[src/rtl/pp_pkg.sv]
// Shared types for the peak-to-peak / offset averaging path.
package pp_pkg;

    typedef enum logic [2:0] {
        ST_IDLE  = 3'b001,
        ST_ACCUM = 3'b010,
        ST_EMIT  = 3'b100
    } pp_state_e;

    function automatic int acc_width(input int data_width, input int avg_log2);
        return data_width + avg_log2;
    endfunction

endpackage

[src/rtl/pp_window_calc.sv]
// Stage 1: per-window peak-to-peak and floor-halved offset, with rejection of max < min.
module pp_window_calc
    import pp_pkg::*;
#(
    parameter int DATA_WIDTH = 32
) (
    input  logic                         clk,
    input  logic                         rst,
    input  logic [DATA_WIDTH-1:0]        search_max_i,
    input  logic [DATA_WIDTH-1:0]        search_min_i,
    input  logic                         end_pulse_i,
    input  logic                         clear_i,
    output logic [DATA_WIDTH-1:0]        pp_o,
    output logic signed [DATA_WIDTH-1:0] off_o,
    output logic                         valid_o,
    output logic                         bad_o
);

    logic signed [DATA_WIDTH:0]   max_ext, min_ext, diff, sum;
    logic [DATA_WIDTH-1:0]        pp_sat;
    logic                         reject;
    logic                         unused_sum_lsb;

    logic [DATA_WIDTH-1:0]        pp_q, pp_d;
    logic signed [DATA_WIDTH-1:0] off_q, off_d;
    logic                         valid_q, valid_d;
    logic                         bad_q, bad_d;

    assign max_ext = $signed({search_max_i[DATA_WIDTH-1], search_max_i});
    assign min_ext = $signed({search_min_i[DATA_WIDTH-1], search_min_i});
    assign diff    = max_ext - min_ext;
    assign sum     = max_ext + min_ext;
    assign reject  = max_ext < min_ext;
    assign pp_sat  = diff[DATA_WIDTH] ? '1 : diff[DATA_WIDTH-1:0];
    // Dropping the LSB of the widened sum is an arithmetic shift right, i.e. floor.
    assign unused_sum_lsb = sum[0];

    always_comb begin
        pp_d    = pp_q;
        off_d   = off_q;
        valid_d = 1'b0;
        bad_d   = 1'b0;
        if (end_pulse_i && !clear_i) begin
            if (reject) begin
                bad_d = 1'b1;
            end else begin
                pp_d    = pp_sat;
                off_d   = sum[DATA_WIDTH:1];
                valid_d = 1'b1;
            end
        end
    end

    always_ff @(posedge clk or posedge rst) begin
        if (rst) begin
            pp_q    <= '0;
            off_q   <= '0;
            valid_q <= 1'b0;
            bad_q   <= 1'b0;
        end else begin
            pp_q    <= pp_d;
            off_q   <= off_d;
            valid_q <= valid_d;
            bad_q   <= bad_d;
        end
    end

    assign pp_o    = pp_q;
    assign off_o   = off_q;
    assign valid_o = valid_q;
    assign bad_o   = bad_q;

endmodule

[src/rtl/pp_avg_filter.sv]
// Averages per-window peak-to-peak and DC offset over 2^AVG_LOG2 windows.
module pp_avg_filter
    import pp_pkg::*;
#(
    parameter int AVG_LOG2   = 3,
    parameter int DATA_WIDTH = 32
) (
    input  logic                         clk,
    input  logic                         rst,
    input  logic [DATA_WIDTH-1:0]        i_search_max,
    input  logic [DATA_WIDTH-1:0]        i_search_min,
    input  logic                         i_search_end_pulse,
    input  logic                         i_clear,
    input  logic [DATA_WIDTH-1:0]        i_pp_threshold,
    output logic [DATA_WIDTH-1:0]        o_pp_inst,
    output logic [DATA_WIDTH-1:0]        o_pp_avg,
    output logic signed [DATA_WIDTH-1:0] o_offset_avg,
    output logic                         o_avg_valid_pulse,
    output logic                         o_signal_present,
    output logic                         o_bad_window_pulse
);

    localparam int ACC_W = acc_width(DATA_WIDTH, AVG_LOG2);
    localparam int CNT_W = AVG_LOG2 + 1;
    localparam logic [CNT_W-1:0] N_CNT = CNT_W'(1) << AVG_LOG2;

    logic [DATA_WIDTH-1:0]        s1_pp;
    logic signed [DATA_WIDTH-1:0] s1_off;
    logic                         s1_valid;

    pp_window_calc #(
        .DATA_WIDTH(DATA_WIDTH)
    ) u_calc (
        .clk          (clk),
        .rst          (rst),
        .search_max_i (i_search_max),
        .search_min_i (i_search_min),
        .end_pulse_i  (i_search_end_pulse),
        .clear_i      (i_clear),
        .pp_o         (s1_pp),
        .off_o        (s1_off),
        .valid_o      (s1_valid),
        .bad_o        (o_bad_window_pulse)
    );

    pp_state_e                    state_q, state_d;
    logic [ACC_W-1:0]             pp_acc_q, pp_acc_d;
    logic signed [ACC_W-1:0]      off_acc_q, off_acc_d;
    logic [CNT_W-1:0]             cnt_q, cnt_d;
    logic [DATA_WIDTH-1:0]        pp_avg_q, pp_avg_d;
    logic signed [DATA_WIDTH-1:0] off_avg_q, off_avg_d;
    logic                         vld_q, vld_d;
    logic                         pres_q, pres_d;

    logic [ACC_W-1:0]             pp_ext;
    logic signed [ACC_W-1:0]      off_ext;
    logic [DATA_WIDTH-1:0]        pp_avg_new;
    logic [CNT_W-1:0]             cnt_next;

    assign pp_ext     = ACC_W'(s1_pp);
    assign off_ext    = ACC_W'(s1_off);
    assign pp_avg_new = pp_acc_q[ACC_W-1:AVG_LOG2];

    always_comb begin
        state_d   = state_q;
        pp_acc_d  = pp_acc_q;
        off_acc_d = off_acc_q;
        cnt_d     = cnt_q;
        pp_avg_d  = pp_avg_q;
        off_avg_d = off_avg_q;
        vld_d     = 1'b0;
        pres_d    = pres_q;
        cnt_next  = CNT_W'(1);

        case (state_q)
            ST_IDLE: begin
                if (s1_valid) begin
                    pp_acc_d  = pp_ext;
                    off_acc_d = off_ext;
                end
            end
            ST_ACCUM: begin
                cnt_next = cnt_q + CNT_W'(1);
                if (s1_valid) begin
                    pp_acc_d  = pp_acc_q + pp_ext;
                    off_acc_d = off_acc_q + off_ext;
                end
            end
            ST_EMIT: begin
                pp_avg_d  = pp_avg_new;
                off_avg_d = off_acc_q[ACC_W-1:AVG_LOG2];
                pres_d    = pp_avg_new >= i_pp_threshold;
                vld_d     = 1'b1;
                // A window arriving during EMIT seeds the next block directly.
                if (s1_valid) begin
                    pp_acc_d  = pp_ext;
                    off_acc_d = off_ext;
                end else begin
                    pp_acc_d  = '0;
                    off_acc_d = '0;
                    cnt_d     = '0;
                    state_d   = ST_IDLE;
                end
            end
            default: begin
                pp_acc_d  = '0;
                off_acc_d = '0;
                cnt_d     = '0;
                state_d   = ST_IDLE;
            end
        endcase

        if (s1_valid && state_q inside {ST_IDLE, ST_ACCUM, ST_EMIT}) begin
            cnt_d   = cnt_next;
            state_d = (cnt_next == N_CNT) ? ST_EMIT : ST_ACCUM;
        end

        if (i_clear) begin
            pp_acc_d  = '0;
            off_acc_d = '0;
            cnt_d     = '0;
            state_d   = ST_IDLE;
        end
    end

    always_ff @(posedge clk or posedge rst) begin
        if (rst) begin
            state_q   <= ST_IDLE;
            pp_acc_q  <= '0;
            off_acc_q <= '0;
            cnt_q     <= '0;
            pp_avg_q  <= '0;
            off_avg_q <= '0;
            vld_q     <= 1'b0;
            pres_q    <= 1'b0;
        end else begin
            state_q   <= state_d;
            pp_acc_q  <= pp_acc_d;
            off_acc_q <= off_acc_d;
            cnt_q     <= cnt_d;
            pp_avg_q  <= pp_avg_d;
            off_avg_q <= off_avg_d;
            vld_q     <= vld_d;
            pres_q    <= pres_d;
        end
    end

    assign o_pp_inst         = s1_pp;
    assign o_pp_avg          = pp_avg_q;
    assign o_offset_avg      = off_avg_q;
    assign o_avg_valid_pulse = vld_q;
    assign o_signal_present  = pres_q;

endmodule
[config.mk]
export PLATFORM = sky130hd
export DESIGN_NAME = pp_avg_filter
export DESIGN_NICKNAME = d
export VERILOG_FILES = /design/src/rtl/pp_pkg.sv /design/src/rtl/pp_window_calc.sv /design/src/rtl/pp_avg_filter.sv
export SDC_FILE = /design/constraint.sdc
export NUM_CORES = 1
export LEC_CHECK = 0
export CAP_MARGIN = 5
export CORE_MARGIN = 2
export CORE_UTILIZATION = 57
export DETAILED_ROUTE_END_ITERATION = 8
export PLACE_DENSITY = 0.85
export SYNTH_ARGS = -nofsm -noshare
export SYNTH_HDL_FRONTEND = slang
export SYNTH_SLANG_ARGS = --single-unit
[constraint.sdc]
create_clock -name clk -period 10 [get_ports clk]
set_input_delay 2 -clock clk [delete_from_list [all_inputs] [get_ports clk]]
set_output_delay 2 -clock clk [all_outputs]
set_load 0.02 [all_outputs]
# == Word level (Yosys, flattened, before mapping) ==
# Index checks and enable logic that the tools add are counted.
# classes
bitwise,1
mux,26
eq_ne,8
order_cmp,2
reduce_logical,8
addsub,5
# op_table
op,count
two-way mux 35 bit,7
one-hot mux 35 bit (3 select lines),2
adder 35 x 32 -> 35 bit,2
two-way mux 32 bit,2
adder 32 x 32 -> 33 bit,1
subtractor 32 x 32 -> 33 bit,1
greater-or-equal comparator 32 bit,1
less-than comparator 32 bit,1
two-way mux 4 bit,4
two-way mux 3 bit,4
one-hot mux 4 bit (2 select lines),1
"!= test 3 x 2 -> 1 bit, second input constant",2
one-hot mux 3 bit (2 select lines),1
AND reduction 2 bit,3
two-way mux 1 bit,5
"adder 4 x 1 -> 4 bit, second input constant",1
"equality test 4 bit, second input constant",1
"!= test 4 bit, second input constant",1
"equality test 3 x 1 -> 1 bit, second input constant",1
"equality test 3 x 2 -> 1 bit, second input constant",1
"equality test 3 bit, second input constant",1
"!= test 3 x 1 -> 1 bit, second input constant",1
nonzero test 3 bit,1
logical AND 1 bit,2
other kinds (3),3
# word_totals
inputBits,100
elab_cells,62
regBits,209

# == Logic depth before layout (Yosys ltp) ==
# Gate-level depths: netlist of the first run.
# depth
depth_word,6
depth_mapped,16
ltp_nobuf,13

# == By module ==
# A second synthesis of the first run with hierarchy kept.
# unflattened
cells_unflattened,1815
hier_area_um2,16091.7
# modules_own_cells
mod,cells_each,seq_area_each_um2,area_per_inst_um2,n_inst
pp_avg_filter,1022,3579.7,9826.9,1
pp_window_calc,793,1651.6,6264.8,1

# == Worst setup path after synthesis of the first run ==
# Ideal clock, no wire load.
# synth_timing
path_kind,input port to flip-flop
startpoint,input i_search_min[2]
endpoint,"register u_calc.pp_q[31], in the netlist u_calc.pp_o[31]"
setup_time_ps,127
t_arrival_ps,4525
stages,14
path_slack_ps,5348
cell_sequence,inv_1 -> ha_1 -> buf_2 -> o21a_1 -> o31a_1 -> o41a_1 -> o211ai_2 -> a21oi_1 -> o2111ai_1 -> a31oi_1 -> o211a_1 -> buf_2 -> buf_4 -> mux2_1
# synth_between
elab_chain_len,3
# synth_rtl
item,line_no,source
"start, declared",pp_avg_filter.sv:11,"input logic [DATA_WIDTH-1:0] i_search_min,"
less-than comparator 32 bit,pp_window_calc.sv:33,assign reject = max_ext < min_ext;
NOT 1 bit (no line),n/a,
AND reduction 2 bit (no line),n/a,
"end signal, assigned",pp_window_calc.sv:61,pp_q <= pp_d;
"end, declared",pp_window_calc.sv:24,"logic [DATA_WIDTH-1:0] pp_q, pp_d;"
# Parallel ways exist; a longest one is shown, timed or not.
# A chain may end at the register's enable or synchronous reset.

# == Worst setup path in the final report of the first run ==
# layout_timing
startpoint,input i_search_min[4]
endpoint,"register u_calc.pp_q[31], in the netlist u_calc.pp_o[31]"
# The elaborated chain is that of the path after synthesis.

==> flow_summary.yaml, run 1 <==
setup_path:
  cp_data_arrival_time_ns: 6.03
  critical_path.endpoint_type: "flop"
  setup.worst_path.class: "input pin to flop"
  critical_path.slowest_cell: "o211a_4"
  worst_r2r_endpoint: "off_acc_q[34]"
  worstPathCellList: "clkdlybuf4s50_1 > inv_1 > ha_1 > o21a_1 > o2111a_1 > o41a_1 > o211ai_2 > a21oi_1 > o2111ai_1 > a31oi_1 > o211a_4 > mux2_1"
  reg2reg_launch_point: "state_q[1]"
  timing.reg2reg.worst_path_depth: 9
  worstSetupStartpointType: "input pin"
  worst_ep_required_time_ns: 10.39
  timing.reg2reg.setup_slack_ns: 6.10
  timing.critical_path.fanout_max: 96
  max_stage_delay_ns: 0.93
worst_hold_path:
  worst_hold_path.endpoint: "pp_acc_q[2]"
  holdCritStartpoint: "pp_acc_q[2]"
  min_delay_path_depth: 2
  min-delay-path-class: "flop to flop"
detailed_routing:
  dr_total_vias: 13900
  drt_antenna_net_count: 0
  drt_first_iter_violations: 1228
  route.final.wire_length_um: 42600
  route.detailed.wl_per_inst_um: 19.1
  via_per_inst: 6.25
  drcViolationCount: 0
  drt-pass1-iter-count: 5
yosys:
  postSynthNetCount: 1989
  number_of_enable_flip_flop_cells_after_synthesis: 0
  syn_area_per_cell_um2: 9.02
  synth-async-reset-ratio_pct: 100
  yosys_warn_count: 0
  synth_area_um2: 15500
  postSynthCellCount: 1721
  dominantRegCellSynth: "dfrtp_1"
  yosys.cell_types.count: 79
  ys_ff_latch: 209
  yosysSeqAreaShare_pct: 33.7
cts:
  post-cts-setup-buffers: 0
  clock_tree.buffer_depth: 3
  tritoncts: "yes"
  cts_hold_buf: 0
  cts_root_buf: "clkbuf_16"
  cts_resized: 0
  cts.clk_slew.worst_paths_ns: 0.06
  htreeDepth: 1
  tritoncts.num_buffers: 23
  clkLatencyLatePin_ns: 0.51
  tritoncts_num_sinks: 209
global_routing:
  first_global_vias: 13600
  overall_global_routing_usage_pct: 29.4
  grt_antenna_before_repair: 0
  grt_overflow: 0
  grt_pass1_wl_um: 68400
  grt_start_max_net_pins: 130
place:
  place.gp.congestion: 0.938
  dpl_worst_slack_ns: 3.92
  port-buffer-count: 198
  place_inst: 2190
  dp_hpwl_um: 31700
sta:
  setup_viol: 0
  timing.setup.tns_ns: 0
  min_period_ns: 5.64
  setup_repair_after_global_routing_missed_its_margin: "false"
  post-route-period-util_pct: 56.4
  maxSlewHeadroom_pct: 17.2
  maxSlewViolCount: 0
  finalHoldViolations: 0
  worst_clock_skew_ns: 0.00935
  max_slew.worst_pin.slew_ns: 1.24
  max_freq_mhz: 177
  finalWorstSetupSlack_ns: 4.36
status:
  run_status: "finished, final reports clean"
die:
  io_pins: 199
  die_w_um: 169
  die_area_um2: 28600
  initial_core_utilization_pct: 57.8
  fp.dieH_um: 169
  floorplan.rows: 60
  placeableCoreArea_um2: 26900
pwr:
  peakVddDrop_uv: 126
  static_power_due_to_leakage_nw: 8.64
  power_density_nw_per_um2: 177
  total_power_mw: 3.26
finish:
  layout-drive-gt1-share_pct: 7.26
  antenna-diode-count: 0
  fillers: 2106
  final_nets: 2142
  final_common_cell: "dfrtp_1"
  mostFrequentLayoutCells: "208 x dfrtp_1, 198 x clkdlybuf4s50_1, 166 x a21oi_1"
  fin_cells: 2229
  finish.utilization_pct: 68.7
  area_growth_syn_to_layout_pct: 18.9
job:
  max-cap-violations: 0
[how the worst max path moves through the flow]
stage,start,end,slack [ns]
after detailed placement,i_search_min[4],u_calc.pp_o[31],3.92
after CTS,i_search_min[4],u_calc.pp_o[31],4.42
final,i_search_min[4],u_calc.pp_o[31],4.36
after floorplan,rst,cnt_q[0],2.29
after global routing,i_search_min[14],u_calc.pp_o[2],4.07
after global placement,i_search_min[5],u_calc.pp_o[31],4.00
[cell families (layout without fill, tap and decap cells)]
logic type	after synthesis	in the layout	synth area share, %
flip-flops	209	209	33.7
multiplexers	69	69	4.98
adder cells (fa/ha/maj)	168	168	13.7
XOR/XNOR	113	113	6.37
AND/OR/NAND/NOR	379	379	11.5
buffers and inverters	194	361	5.04
AO/OA/AOI/OAI	589	589	24.6
[synthesized netlist by cell type (30+ instances only)]
cell type	number	share of area, %
a21o_1	52	2.5
a21oi_1	166	5.4
a22oi_1	54	2.6
clkbuf_1	51	1.2
dfrtp_1	208	34
ha_1	164	13
inv_1	112	2.7
mux2_2	64	4.6
nand2_1	104	2.5
nor2_1	120	2.9
o21ai_0	107	3.4
o22a_1	30	1.7
xnor2_1	81	4.6
xor2_1	32	1.8
[critical path: cells and delay by family]
kind | cells | cell delay [ns]
muxes | 1 | 0.39
AOI/OAI and AO/OA | 8 | 2.64
buffers and inverters | 2 | 0.54
adders and majority gates | 1 | 0.45
[final cells by class]
cell class / count / area [um2] / area share [%]
clock buffers: 27 / 631 / 3.42
clock inverters: 12 / 150 / 0.814
inverters: 118 / 450 / 2.44
multi-input cells: 1318 / 9540 / 51.7
flip-flops and latches: 209 / 5230 / 28.3
well taps: 341 / 427 / 2.31
repair buffers: 204 / 2030 / 11.0
[metal layers]
metal,track usage (%),wire (um)
met1,38.7,18000
met4,12.8,1850
met3,3.58,3010
met2,49.0,19700
met5,0,0
[where the power goes]
| group | switching (mW) | internal [mW] | total [mW] |
|---|---|---|---|
| clock | 0.351 | 0.528 | 0.879 |
| sequential | 0.137 | 0.945 | 1.08 |
| combinational | 0.726 | 0.572 | 1.30 |
[sequential cells by signal, summed over array words and instances (netlist names)]
signal / cells
pp_acc_q: 35
cnt_q: 4
state_q: 3
u_calc.pp_o: 32
u_calc.off_o: 32
o_signal_present: 1
o_offset_avg: 32
o_pp_avg: 32
off_acc_q: 35
u_calc.bad_o: 1
o_avg_valid_pulse: 1
u_calc.valid_o: 1
[through the flow]
step,hold WS [ns],instance area [um2]
after detailed placement,0.480,17700
after global routing,0.521,18500
after global placement,0.467,17700
final,0.495,18500
after CTS,0.494,18500
after floorplan,0.454,15500
Note: power is estimated with default switching activity, not from simulation.
==> run 2: changes to the inputs <==
Settings changed: CORE_UTILIZATION 57 to 52, PLACE_DENSITY 0.85 to 0.82.
Clock period 10 ns to 4.9 ns, I/O delays scaled along.
==> flow_summary.yaml, run 2 (synthesized netlist as in run 1, its figures left out) <==
job:
  max-cap-violations: 0
sta:
  finalHoldViolations: 0
  max_freq_mhz: 241
  post-route-period-util_pct: 84.5
  worst_clock_skew_ns: 0.0103
  timing.setup.tns_ns: 0
  min_period_ns: 4.14
  setup_repair_after_global_routing_missed_its_margin: "false"
  setup_viol: 0
  maxSlewHeadroom_pct: 37.7
  max_slew.worst_pin.slew_ns: 0.934
  maxSlewViolCount: 0
setup_path:
  critical_path.slowest_cell: "clkdlybuf4s50_1"
  timing.reg2reg.worst_path_depth: 11
  cp_data_arrival_time_ns: 4.53
  max_stage_delay_ns: 0.48
  path_depth: 14
  timing.reg2reg.setup_slack_ns: 1.43
  critPathBufInv: 3
  cell_family_with_the_largest_share_of_critical_path_delay: "compound AO/OA/AOI/OAI gates"
  worst_ep_required_time_ns: 5.29
  setup.worst_path.class: "input pin to flop"
  worstSetupStartpointType: "input pin"
  timing.critical_path.fanout_max: 28
  worstPathCellList: "clkdlybuf4s50_1 > inv_1 > ha_1 > o21a_1 > o2111a_1 > o41a_1 > o211ai_2 > a21oi_1 > o2111ai_1 > a31oi_1 > o22ai_1 > nand2b_1 > buf_4 > o22a_1"
  critical_path.endpoint_type: "flop"
finish:
  multi_input_comb_area_um2: 9540
  layout-drive-gt1-share_pct: 7.97
  layout_top_registers: "off_acc_q (35), pp_acc_q (35)"
  final_nets: 2160
  sequential_cell_area_um2: 5230
  area_growth_syn_to_layout_pct: 20.1
  fillers: 2470
  antenna-diode-count: 0
  final_common_cell: "dfrtp_1"
  mostFrequentLayoutCells: "208 x dfrtp_1, 198 x clkdlybuf4s50_1, 166 x a21oi_1"
detailed_routing:
  via_per_inst: 6.03
  route.detailed.wl_per_inst_um: 18.5
  drt-pass1-iter-count: 5
  drt_antenna_net_count: 0
  drt_first_iter_violations: 947
  drcViolationCount: 0
  route.final.wire_length_um: 42400
  dr_total_vias: 13900
die:
  io_pins: 199
  placeableCoreArea_um2: 29500
  die_area_um2: 31300
  fp.dieH_um: 177
  floorplan.rows: 63
  initial_core_utilization_pct: 52.7
  die_w_um: 177
cts:
  clkLatencyLatePin_ns: 0.51
  tritoncts.num_buffers: 22
  htreeDepth: 1
  cts.clk_slew.worst_paths_ns: 0.07
  clock_tree.buffer_depth: 3
  tritoncts: "yes"
  tritoncts_num_sinks: 209
  post-cts-setup-buffers: 0
  cts_resized: 0
  cts_root_buf: "clkbuf_16"
  cts_hold_buf: 0
global_routing:
  overall_global_routing_usage_pct: 27.1
  first_global_vias: 13500
  grt_antenna_before_repair: 0
  grt_overflow: 0
  grt_pass1_wl_um: 69000
  grt_start_max_net_pins: 162
pwr:
  static_power_due_to_leakage_nw: 8.71
  peakVddDrop_uv: 242
  power_density_nw_per_um2: 350
  total_power_mw: 6.53
place:
  place.gp.congestion: 0.936
  port-buffer-count: 198
  dp_hpwl_um: 32400
worst_hold_path:
  min_delay_path_depth: 2
  min-delay-path-class: "flop to flop"
status:
  run_status: "finished, final reports clean"
## run 2: worst paths after layout
kind / start / endpoint
max in group asynchronous: rst / off_acc_q[20]
min: pp_acc_q[2] / pp_acc_q[2]
max reg2reg: off_acc_q[8] / off_acc_q[21]
min in group asynchronous: rst / o_pp_avg[2]
min reg2reg: pp_acc_q[2] / pp_acc_q[2]
max: i_search_min[5] / u_calc.pp_o[22]
## run 2: tightest hold or removal path, cell delays in order (launching register included)
cell and delay (ns):
dfrtp_1 0.35, nand2_1 0.05, o21ai_0 0.06
## run 2: per-stage QoR
stage,util [%],hold WS (ns),setup WS (ns),std cells,instance area (um2)
after global placement,60.8,0.468,0.357,2258,17900
final,63.3,0.494,0.759,2297,18600
after CTS,63.3,0.495,0.777,2297,18600
after global routing,63.3,0.511,0.522,2297,18600
after floorplan,-,0.454,1.21,1721,15500
after detailed placement,60.8,0.480,0.276,2258,17900
## run 2: power breakdown
part / total, mW / internal [mW] / switching [mW]
clock network: 1.68 / 0.986 / 0.691
logic: 2.65 / 1.18 / 1.47
registers: 2.20 / 1.93 / 0.274
total: 6.53 / 4.10 / 2.44
## run 2: area by class of cell
| class | count | share of cell area (%) |
|---|---|---|
| multi-input cells | 1318 | 51.1 |
| flip-flops and latches | 209 | 28.1 |
| repair buffers | 223 | 11.9 |
| clock buffers | 31 | 3.52 |
| well taps | 390 | 2.62 |
| inverters | 118 | 2.40 |
| clock inverters | 8 | 0.389 |
## run 2: routing by layer
| layer | track usage (%) | vias up | wire (um) |
|---|---|---|---|
| li1 | - | 6552 | - |
| met1 | 36.9 | 6667 | 18400 |
| met2 | 45.1 | 536 | 19700 |
| met3 | 2.75 | 95 | 2800 |
| met4 | 9.64 | 0 | 1500 |
| met5 | 0 | - | 0 |
==> run 3: changes to the inputs <==
Settings changed: CORE_UTILIZATION 52 to 57, PLACE_DENSITY 0.82 to 0.85.
Clock period 4.9 ns to 4.2 ns, I/O delays scaled along.
==> flow_summary.yaml, run 3 (synthesized netlist as in run 1, its figures left out) <==
setup_path:
  path_depth: 13
  cp-startpoint: "i_search_min[7]"
  critical_path.endpoint: "u_calc.off_o[30]"
  timing.reg2reg.setup_slack_ns: 0.69
  worstSetupStartpointType: "input pin"
  timing.reg2reg.worst_path_depth: 11
  max_stage_delay_ns: 0.48
  worst_ep_required_time_ns: 4.56
  critPathBufInv: 2
  worst_r2r_endpoint: "off_acc_q[34]"
  worstPathCellList: "clkdlybuf4s50_1 > inv_1 > ha_1 > nor4_1 > nand3_1 > o21ai_1 > a221oi_1 > a211oi_2 > nor2_1 > o31a_1 > o31ai_4 > mux2i_1 > a221oi_2"
  cp_data_arrival_time_ns: 4.21
  timing.critical_path.fanout_max: 8
  setup.worst_path.class: "input pin to flop"
  cell_family_with_the_largest_share_of_critical_path_delay: "compound AO/OA/AOI/OAI gates"
  critical_path.endpoint_type: "flop"
  reg2reg_launch_point: "off_acc_q[18]"
  critical_path.slowest_cell: "nor4_1"
global_routing:
  overall_global_routing_usage_pct: 30.4
  grt_antenna_before_repair: 0
  first_global_vias: 14000
  grt_pass1_wl_um: 71000
  grt_start_max_net_pins: 64
  grt_overflow: 0
die:
  floorplan.rows: 60
  initial_core_utilization_pct: 57.8
  die_area_um2: 28600
  io_pins: 199
  fp.dieH_um: 169
  die_w_um: 169
  placeableCoreArea_um2: 26900
status:
  run_status: "finished, final reports clean"
finish:
  final_nets: 2197
  antenna-diode-count: 0
  final_common_cell: "dfrtp_1"
  layout.cell_area.non_filler_um2: 19100
  layout_top_registers: "off_acc_q (35), pp_acc_q (35)"
  mostFrequentLayoutCells: "208 x dfrtp_1, 198 x clkdlybuf4s50_1, 166 x a21oi_1"
  area_growth_syn_to_layout_pct: 22.8
  layout-drive-gt1-share_pct: 9.87
  finish.utilization_pct: 70.9
place:
  dp_hpwl_um: 33200
  port-buffer-count: 198
  placed_cell_area_um2: 18200
  place.gp.congestion: 0.923
detailed_routing:
  drt-pass1-iter-count: 7
  via_per_inst: 6.20
  dr_total_vias: 14200
  drt_antenna_net_count: 0
  drcViolationCount: 0
  drt_first_iter_violations: 1286
  route.detailed.wl_per_inst_um: 19.2
  route.final.wire_length_um: 43900
sta:
  max_slew.worst_pin.slew_ns: 0.777
  hold_slack_ns: 0.504
  setup_repair_after_global_routing_missed_its_margin: "false"
  min_period_ns: 3.85
  post-route-period-util_pct: 91.7
  timing.setup.tns_ns: 0
  max_freq_mhz: 260
  finalHoldViolations: 0
  maxSlewHeadroom_pct: 48.2
  setup_viol: 0
  worst_clock_skew_ns: 0.0176
  maxSlewViolCount: 0
pwr:
  peakVddDrop_uv: 341
  static_power_due_to_leakage_nw: 8.97
  total_power_mw: 8.15
  power_density_nw_per_um2: 428
cts:
  cts_hold_buf: 0
  cts_root_buf: "clkbuf_16"
  tritoncts.num_buffers: 23
  tritoncts_num_sinks: 209
  clkLatencyLatePin_ns: 0.51
  post-cts-setup-buffers: 0
  htreeDepth: 1
  cts_resized: 0
  clock_tree.buffer_depth: 3
  tritoncts: "yes"
  cts.clk_slew.worst_paths_ns: 0.07
worst_hold_path:
  min-delay-path-class: "flop to flop"
job:
  max-cap-violations: 0
-- run 3: power breakdown --
group	switching [mW]	internal, mW
logic	1.76	1.42
clock network	0.854	1.53
registers	0.337	2.25
total	2.95	5.21
-- run 3: worst min-delay path, cell delays in order, from the launching register on --
cell,delay (ns)
dfrtp_1,0.35
nand2_1,0.05
o21ai_0,0.06
-- run 3: how the worst min path moves through the flow --
stage | start | endpoint | cells after the start
after floorplan | off_acc_q[0] | off_acc_q[0] | 2
after global placement | pp_acc_q[0] | pp_acc_q[0] | 2
after detailed placement | pp_acc_q[0] | pp_acc_q[0] | 2
after CTS | pp_acc_q[0] | pp_acc_q[0] | 2
after global routing | pp_acc_q[0] | pp_acc_q[0] | 2
final | off_acc_q[2] | off_acc_q[2] | 2
-- run 3: layout make-up --
cell class	instances	area, um2
clock buffer	26	607
clock inverter	15	292
fill	2054	7810
inverter	118	447
multi-input combinational	1318	9540
sequential	209	5230
tap	341	427
timing repair buffer	259	2530
-- run 3: per-stage QoR --
stage / cells / worst slack [ns]
after floorplan: 1721 / 0.647
after global placement: 2245 / 0.0631
after detailed placement: 2245 / -0.0169
after CTS: 2286 / 0.404
after global routing: 2286 / 0.196
final: 2286 / 0.349
-- run 3: metal layers --
metal	share of wire, %	up-vias	GRT usage (%)
met5	0	-	0
met4	3.3	0	10.2
met3	6.8	107	2.99
met2	47	607	51.3
met1	43	6827	41.2
li1	-	6627	-
